<file path="src/rtl/datapath.sv">
// ---------------------------------------------------------------------------
// datapath
//   32-bit execution datapath: a 16 x 32-bit register file feeding an
//   ALU/multiplier. Each cycle the sequencer presents decoded control fields;
//   results are written back on the next rising clock edge. Register 15 is
//   also the program counter.
//
// Ports:
//   clk          clock, all state changes on the rising edge
//   rst          synchronous active-high reset, clears every register
//   op[2:0]      ALU operation (add, sub, and, or, mul, xor, shl, shr)
//   form         second-operand select when const_c=0 (0: reg[C], 1: reg[B])
//   vec[1:0]     lane mode for add/sub/logic (01: 2x16, 10: 4x8, else 1x32)
//   A, B, C, D   register addresses (first operand, alt second, second, copy src)
//   Y1, Y2       primary / secondary destination registers
//   write[1:0]   bit0 enables the Y1 write, bit1 enables the Y2 write
//   const_c      1: second operand is the immediate `constant`
//   constant     32-bit immediate
//   pc_inc       advance r15 by 4 unless it is written this cycle
//   copy_select  byte mask choosing reg[D] bytes for the Y2 merge
//   pc           current value of registers[15]
// ---------------------------------------------------------------------------
module datapath (
  input  logic        clk,
  input  logic        rst,
  input  logic [2:0]  op,
  input  logic        form,
  input  logic [1:0]  vec,
  input  logic [3:0]  A,
  input  logic [3:0]  B,
  input  logic [3:0]  C,
  input  logic [3:0]  D,
  input  logic [3:0]  Y1,
  input  logic [3:0]  Y2,
  input  logic [1:0]  write,
  input  logic        const_c,
  input  logic [31:0] constant,
  input  logic        pc_inc,
  input  logic [3:0]  copy_select,
  output logic [31:0] pc
);

  typedef enum logic [2:0] {
    OP_ADD = 3'b000,
    OP_SUB = 3'b001,
    OP_AND = 3'b010,
    OP_OR  = 3'b011,
    OP_MUL = 3'b100,
    OP_XOR = 3'b101,
    OP_SHL = 3'b110,
    OP_SHR = 3'b111
  } op_t;

  logic [31:0] registers [16];

  logic [31:0] x_op;
  logic [31:0] z_op;
  logic [31:0] y2_cur;
  logic [31:0] d_val;
  logic [63:0] product;
  logic [31:0] r1;
  logic [31:0] r2;

  // Byte-sliced add/sub. The carry (or borrow, via invert-plus-one) is
  // re-seeded at every lane boundary so lanes never interfere.
  function automatic logic [31:0] lane_addsub(input logic [31:0] a,
                                              input logic [31:0] b,
                                              input logic        sub,
                                              input logic [1:0]  mode);
    logic [31:0] bb;
    logic [31:0] res;
    logic [8:0]  s;
    logic        cin;
    logic        boundary;
    bb  = sub ? ~b : b;
    res = '0;
    cin = sub;
    for (int i = 0; i < 4; i++) begin
      s = {1'b0, a[8*i +: 8]} + {1'b0, bb[8*i +: 8]} + {8'b0, cin};
      res[8*i +: 8] = s[7:0];
      boundary = (mode == 2'b10) || ((mode == 2'b01) && (i == 1));
      cin = boundary ? sub : s[8];
    end
    return res;
  endfunction

  // Operand fetch; r0 is forced to read zero.
  always_comb begin
    x_op   = (A  == 4'd0) ? 32'd0 : registers[A];
    d_val  = (D  == 4'd0) ? 32'd0 : registers[D];
    y2_cur = (Y2 == 4'd0) ? 32'd0 : registers[Y2];
    if (const_c)
      z_op = constant;
    else if (form)
      z_op = (B == 4'd0) ? 32'd0 : registers[B];
    else
      z_op = (C == 4'd0) ? 32'd0 : registers[C];
  end

  assign product = {32'd0, x_op} * {32'd0, z_op};

  // Primary result. Bitwise ops are lane-agnostic, so vec only matters
  // for add and sub.
  always_comb begin
    r1 = '0;
    case (op_t'(op))
      OP_ADD: r1 = lane_addsub(x_op, z_op, 1'b0, vec);
      OP_SUB: r1 = lane_addsub(x_op, z_op, 1'b1, vec);
      OP_AND: r1 = x_op & z_op;
      OP_OR:  r1 = x_op | z_op;
      OP_MUL: r1 = product[31:0];
      OP_XOR: r1 = x_op ^ z_op;
      OP_SHL: r1 = x_op << z_op[4:0];
      OP_SHR: r1 = x_op >> z_op[4:0];
      default: r1 = '0;
    endcase
  end

  // Secondary result: multiply high word, otherwise a byte merge of
  // reg[D] into the current contents of reg[Y2].
  always_comb begin
    r2 = y2_cur;
    if (op == OP_MUL) begin
      r2 = product[63:32];
    end else begin
      for (int i = 0; i < 4; i++)
        if (copy_select[i])
          r2[8*i +: 8] = d_val[8*i +: 8];
    end
  end

  // Writeback. Statement order sets priority: the PC increment is
  // overridden by any write to r15, and the Y2 write beats Y1 on a clash.
  always_ff @(posedge clk) begin
    if (rst) begin
      for (int i = 0; i < 16; i++)
        registers[i] <= '0;
    end else begin
      if (pc_inc)
        registers[15] <= registers[15] + 32'd4;
      if (write[0] && (Y1 != 4'd0))
        registers[Y1] <= r1;
      if (write[1] && (Y2 != 4'd0))
        registers[Y2] <= r2;
    end
  end

  assign pc = registers[15];

endmodule

</file>
<file path="config.mk">
export PLATFORM = sky130hd
export DESIGN_NAME = datapath
export DESIGN_NICKNAME = d
export VERILOG_FILES = /design/src/rtl/datapath.sv
export SDC_FILE = /design/constraint.sdc
export NUM_CORES = 2
export LEC_CHECK = 0
export ABC_AREA = 0
export BUFFER_PORTS_ARGS = -buffer_cell sky130_fd_sc_hd__buf_2
export CORE_MARGIN = 2
export CORE_UTILIZATION = 40
export CTS_CLUSTER_SIZE = 20
export DETAILED_ROUTE_END_ITERATION = 12
export PLACE_DENSITY_LB_ADDON = 0.25
export SYNTH_ARGS = -nofsm -noshare
export SYNTH_HDL_FRONTEND = slang
export SYNTH_SLANG_ARGS = --single-unit
</file>
<file path="constraint.sdc">
create_clock -name clk -period 16.7 [get_ports clk]
set_input_delay 1.67 -clock clk [delete_from_list [all_inputs] [get_ports clk]]
set_output_delay 1.67 -clock clk [all_outputs]
set_load 0.05 [all_outputs]
</file>
Word level (Yosys, flattened, before mapping)
Memory sizes are Yosys's and may differ from the RTL's.
Index checks and enable logic that the tools add are counted.
{ "word_totals": {"mem_bits_rw": 512, "out_inout_bits": 32, "memories": 1, "in_bits": 72, "word_cells": 104, "register_bits": 0} }
{ "mem_list": {"columns": ["memory", "words", "width", "rd", "rd_ports_with_merged_regs", "write_ports", "line", "source"], "rows": [
  ["registers", 16, 32, 5, 0, 16, "54", "logic [31:0] registers [16];"]
]} }
{ "classes": {"muxes": 37, "eq_ne": 16, "reduce_logical": 17, "add_sub_neg": 16, "bitwise": 14, "multipliers": 1, "n_shift": 2} }
{ "op_table": {"columns": ["operator", "count"], "rows": [
  ["32-bit two-way mux", 11],
  ["32-bit one-hot mux with 8 select lines", 1],
  ["32-bit by 32-bit multiplier with 64-bit output", 1],
  ["32-bit OR reduction", 2],
  ["8-bit by 8-bit adder with 9-bit output", 6],
  ["9-bit by 1-bit adder with 9-bit output", 4],
  ["32-bit by 3-bit adder with 32-bit output (second input constant)", 1],
  ["32-bit bitwise AND", 1],
  ["8-bit two-way mux", 4],
  ["32-bit NOT", 1],
  ["32-bit bitwise OR", 1],
  ["32-bit by 5-bit << shifter with 32-bit output", 1],
  ["32-bit by 5-bit >> shifter with 32-bit output", 1],
  ["32-bit bitwise XOR", 1],
  ["4-bit zero test", 5],
  ["1-bit two-way mux", 18],
  ["8-bit by 1-bit adder with 8-bit output", 2],
  ["8-bit adder", 2],
  ["3-bit equality test (second input constant)", 4],
  ["4-bit two-way mux", 3],
  ["3-bit != test (second input constant)", 4],
  ["9-bit by 1-bit adder with 9-bit output (second input constant)", 1],
  ["4-bit equality test (first input constant)", 2],
  ["2-bit AND reduction", 4],
  ["12 further kinds", 22]
]} }

Depth between registers and ports, before layout
{ "depth": {"word_depth": 15, "depth_mapped": 57, "depth_no_buf": 49} }

Least setup slack after synthesis
Ideal clock, no wire load.
{ "synth_path": {"kind": "input to register", "start": "input port B[0]", "end": "memory registers[10][17], data pin", "setup_ns": 0.271, "n_path_buf": 8, "arrival_ns": 12.396, "cell_stages": 37, "required_time_ns": 16.429, "slack_ns": 4.032, "path_cell_list": "buf_6 -> buf_2 -> buf_2 -> buf_1 -> buf_2 -> mux4_2 -> mux4_2 -> nor2b_1 -> a21oi_1 -> nor2_1 -> a21oi_1 -> clkbuf_1 -> nor2_1 -> fa_1 -> inv_1 -> fa_1 -> fa_1 -> fa_1 -> fa_1 -> inv_1 -> fa_1 -> fa_1 -> fa_1 -> ha_1 -> buf_2 -> nand4_1 -> nor4_1 -> o21ai_0 -> a211oi_1 -> o21ai_1 -> o31ai_1 -> a41oi_1 -> o21ai_0 -> nor2_1 -> nor3_1 -> clkbuf_1 -> o22ai_1"} }
{ "synth_lines": {"columns": ["element", "line", "source"], "rows": [
  ["start, declared", "30", "input logic [3:0] B,"],
  ["end, declared", "54", null]
]} }

==> results.md <==
* Leading register cell type out of synthesis: edfxtp_1
* Largest register FFs at between 500 and 600
* Drt wl/cell at between 30 and 40 µm
* Post-Synth Adder-Cell Area at 0.294
* Clock buffer depth at 3
* Synth top area cells: fa_1, edfxtp_1, mux4_2
* Tot GR Track Use at 0.356
* CTS sink count at between 500 and 600
* Initial antenna violation count at 21
* Post-synthesis mux area share at 0.191
* Most numerous cell in the Yosys netlist: nand2_1
* Root Buffer: clkbuf_16
* Worst setup EP type: flip-flop
* Fin Setup TNS at 0 ns
* Worst-path maximum fanout at 23
* R2R Path End: registers[15][17]$_DFFE_PP_
* Clock Pin Slew Worst Setup and Hold Paths at ~0.07 ns
* Combinational family with the most area after synthesis: adder cells
* Post-CTS Resized at 0
* Tmin final at ~15 ns
* Maxcap violations at 2
* Hold crit path type: flip-flop to flip-flop
* Synth top area share at 0.236
* Die Span X at ~440 µm
* Initial DRC count at 9884
* Yosys top cell by area: fa_1
* Relative slew slack at -0.0240
* Worst path max stage delay at roughly 1.3 ns
* Max-slew violation count at 6
* Synth Cell Area at 77200 µm²
* PortBufs at just over 100
* TritonCTS Buffers at 50
* Vias at between 60000 and 70000
* Post-synth EDFFs at around 510
* Cells after Synth at roughly 7500
* Fmax at between 0.06 and 0.07 GHz
* Status: complete, but fails checks
* Top cell by count, worst path: fa_1
* Post-CTS Hold Fix Bufs at 0
* Largest net degree at the start of global routing at 65
* Tcrit/Tclk final at 0.905
* GR Overflow Total at 0
* Fraction of layout cells with a size suffix above 1 at 0.155
* I/O pin count at 104
* #FFs+latches synth at between 500 and 600
* Reg2Reg Depth at 28
* Final Skew at between 0.05 and 0.06 ns
* Die area at roughly 200000 µm²
* WHS Path Cells at 3
* Design Area, Final at just over 80000 µm²
* Post-Synth Simple-Gate Area at 0.105
* Compound-gate portion of the synthesized area at 0.113
* Sequential area share after synthesis at 0.199
* Worst path required time at 17.06 ns
* Fin nets at slightly below 9000
* Final setup viols at 0
* Number of placement rows at between 150 and 200
* Setup CP Type: input pin to flip-flop
* Area post-placement at 80700 µm²
* Largest Register: registers
* Synth Warn # at 0
* Die Y-Extent at approximately 440 µm
* Placer Congestion at between 1 and 1.5
* Hold Vio Cnt, Final at 0
* Crit path max-delay cell type: clkinv_1
* Drt pass-1 iters at 7
* Worst R2R Setup Slack at around 3.8 ns
* Initial Util at 0.402
* Avg Inst Size Synth at 10.3 µm²
* Vias in the first global route at around 67000
* Setup crit start kind: input pin
* Asr flop ratio synth at 0
* Core area at between 150000 and 200000 µm²
* Synth cell types at roughly 100
* Drt drc at 0
* RSZ-0062 raised after global routing: no
* Routed wire length at approximately 350000 µm
* CTS tree: yes
* Global-route wire length before repair at around 500000 µm
* Failing checks: capacitance limit, slew limit
* Non-Filler Instances at between 9000 and 10000
* Largest regs: registers (512)
* Hold_sp: registers[15][8]$_DFFE_PP_
* Xor/xnor share of the synthesized area at 0.0145
* Worst-Margin Slew at around 1.5 ns
* Via/cell ratio at between 6 and 7
* Cell count after placement at ~9800
* Most frequent cells after synthesis: nand2_1, inv_1, fa_1, nor2_1, mux4_2
* DRT antenna net count at 0
* Clk_lat worst skew at 0.66 ns
* Final core area utilization at 0.429
* Post-CTS Setup Inserts at 0
* CTS H-tree depth at 2
* Worst Path Arrival at between 15 and 20 ns
* Hold EP: registers[15][8]$_DFFE_PP_
* RR Startpoint: registers[15][13]$_DFFE_PP_
* Layout area overhead at 6.70%
* Post-DP HPWL at about 260000 µm
==> placed cells by master, fill, tap and decap left out, drive strengths merged, types with 51 or more instances in the layout <==
master / n
fa: 910
edfxtp: 512
mux4: 559
nor2: 654
inv: 991
clkbuf: 58
nand2: 989
nand3: 63
mux2i: 174
nor2b: 58
o22ai: 359
ha: 358
a21oi: 201
a22oi: 51
buf: 358
o21ai: 227
xnor2: 92
==> metrics by stage <==
step	setup slack, ns	hold slack (ns)
4_1_cts	2.23	0.890
5_1_grt	1.41	0.945
2_1_floorplan	4.03	1.07
6_report	1.59	0.905
3_5_place_dp	1.59	0.872
3_3_place_gp	1.64	0.849
==> worst max-delay path, delay by kind of cell <==
kind            cells  cell delay (ns)
buf+inv             7             2.79
compound gates      8             3.21
simple gates        8             3.22
fa+ha+maj           9             4.44
==> layout make-up <==
cell class / count / area (µm²)
timing repair buffer: 359 / 2520
clock buffer: 57 / 1300
sequential: 512 / 15400
inverter: 1005 / 3780
clock inverter: 36 / 320
multi-input combinational: 5444 / 55900
tap: 2526 / 3160
fill: 18400 / 110000
antenna: 8 / 20.0
==> cell families (layout without fill, tap and decap cells) <==
group | Yosys count | count (layout)
adders and majority gates | 1269 | 1269
and+or+nand+nor | 1970 | 1970
buffers and inverters | 1605 | 1457
xor gates and xnor gates | 128 | 128
other | 1 | 40
DFF | 512 | 512
AOI/OAI and AO/OA | 1279 | 1279
muxes | 766 | 766
==> how the worst max path moves through the flow <==
stage               start                          end  slack [ns]  cells past startpoint
CTS                  A[2]  registers[15][17]$_DFFE_PP_        2.23                     32
detailed placement   A[2]  registers[15][17]$_DFFE_PP_        1.59                     32
global placement     A[2]  registers[15][17]$_DFFE_PP_        1.64                     32
floorplan            B[0]  registers[10][17]$_DFFE_PP_        4.03                     37
finish               A[2]  registers[15][17]$_DFFE_PP_        1.59                     32
global route         A[1]  registers[13][31]$_DFFE_PP_        1.41                     48
==> per-layer routing <==
metal,share of wire,global-route usage
met5,0.00032,0
met4,0.081,0.235
met3,0.13,0.0987
met2,0.44,0.541
met1,0.35,0.444
Power is left out: the tool's default activity adds up to more than one toggle a clock period on the data nets, which glitch-free logic cannot reach.
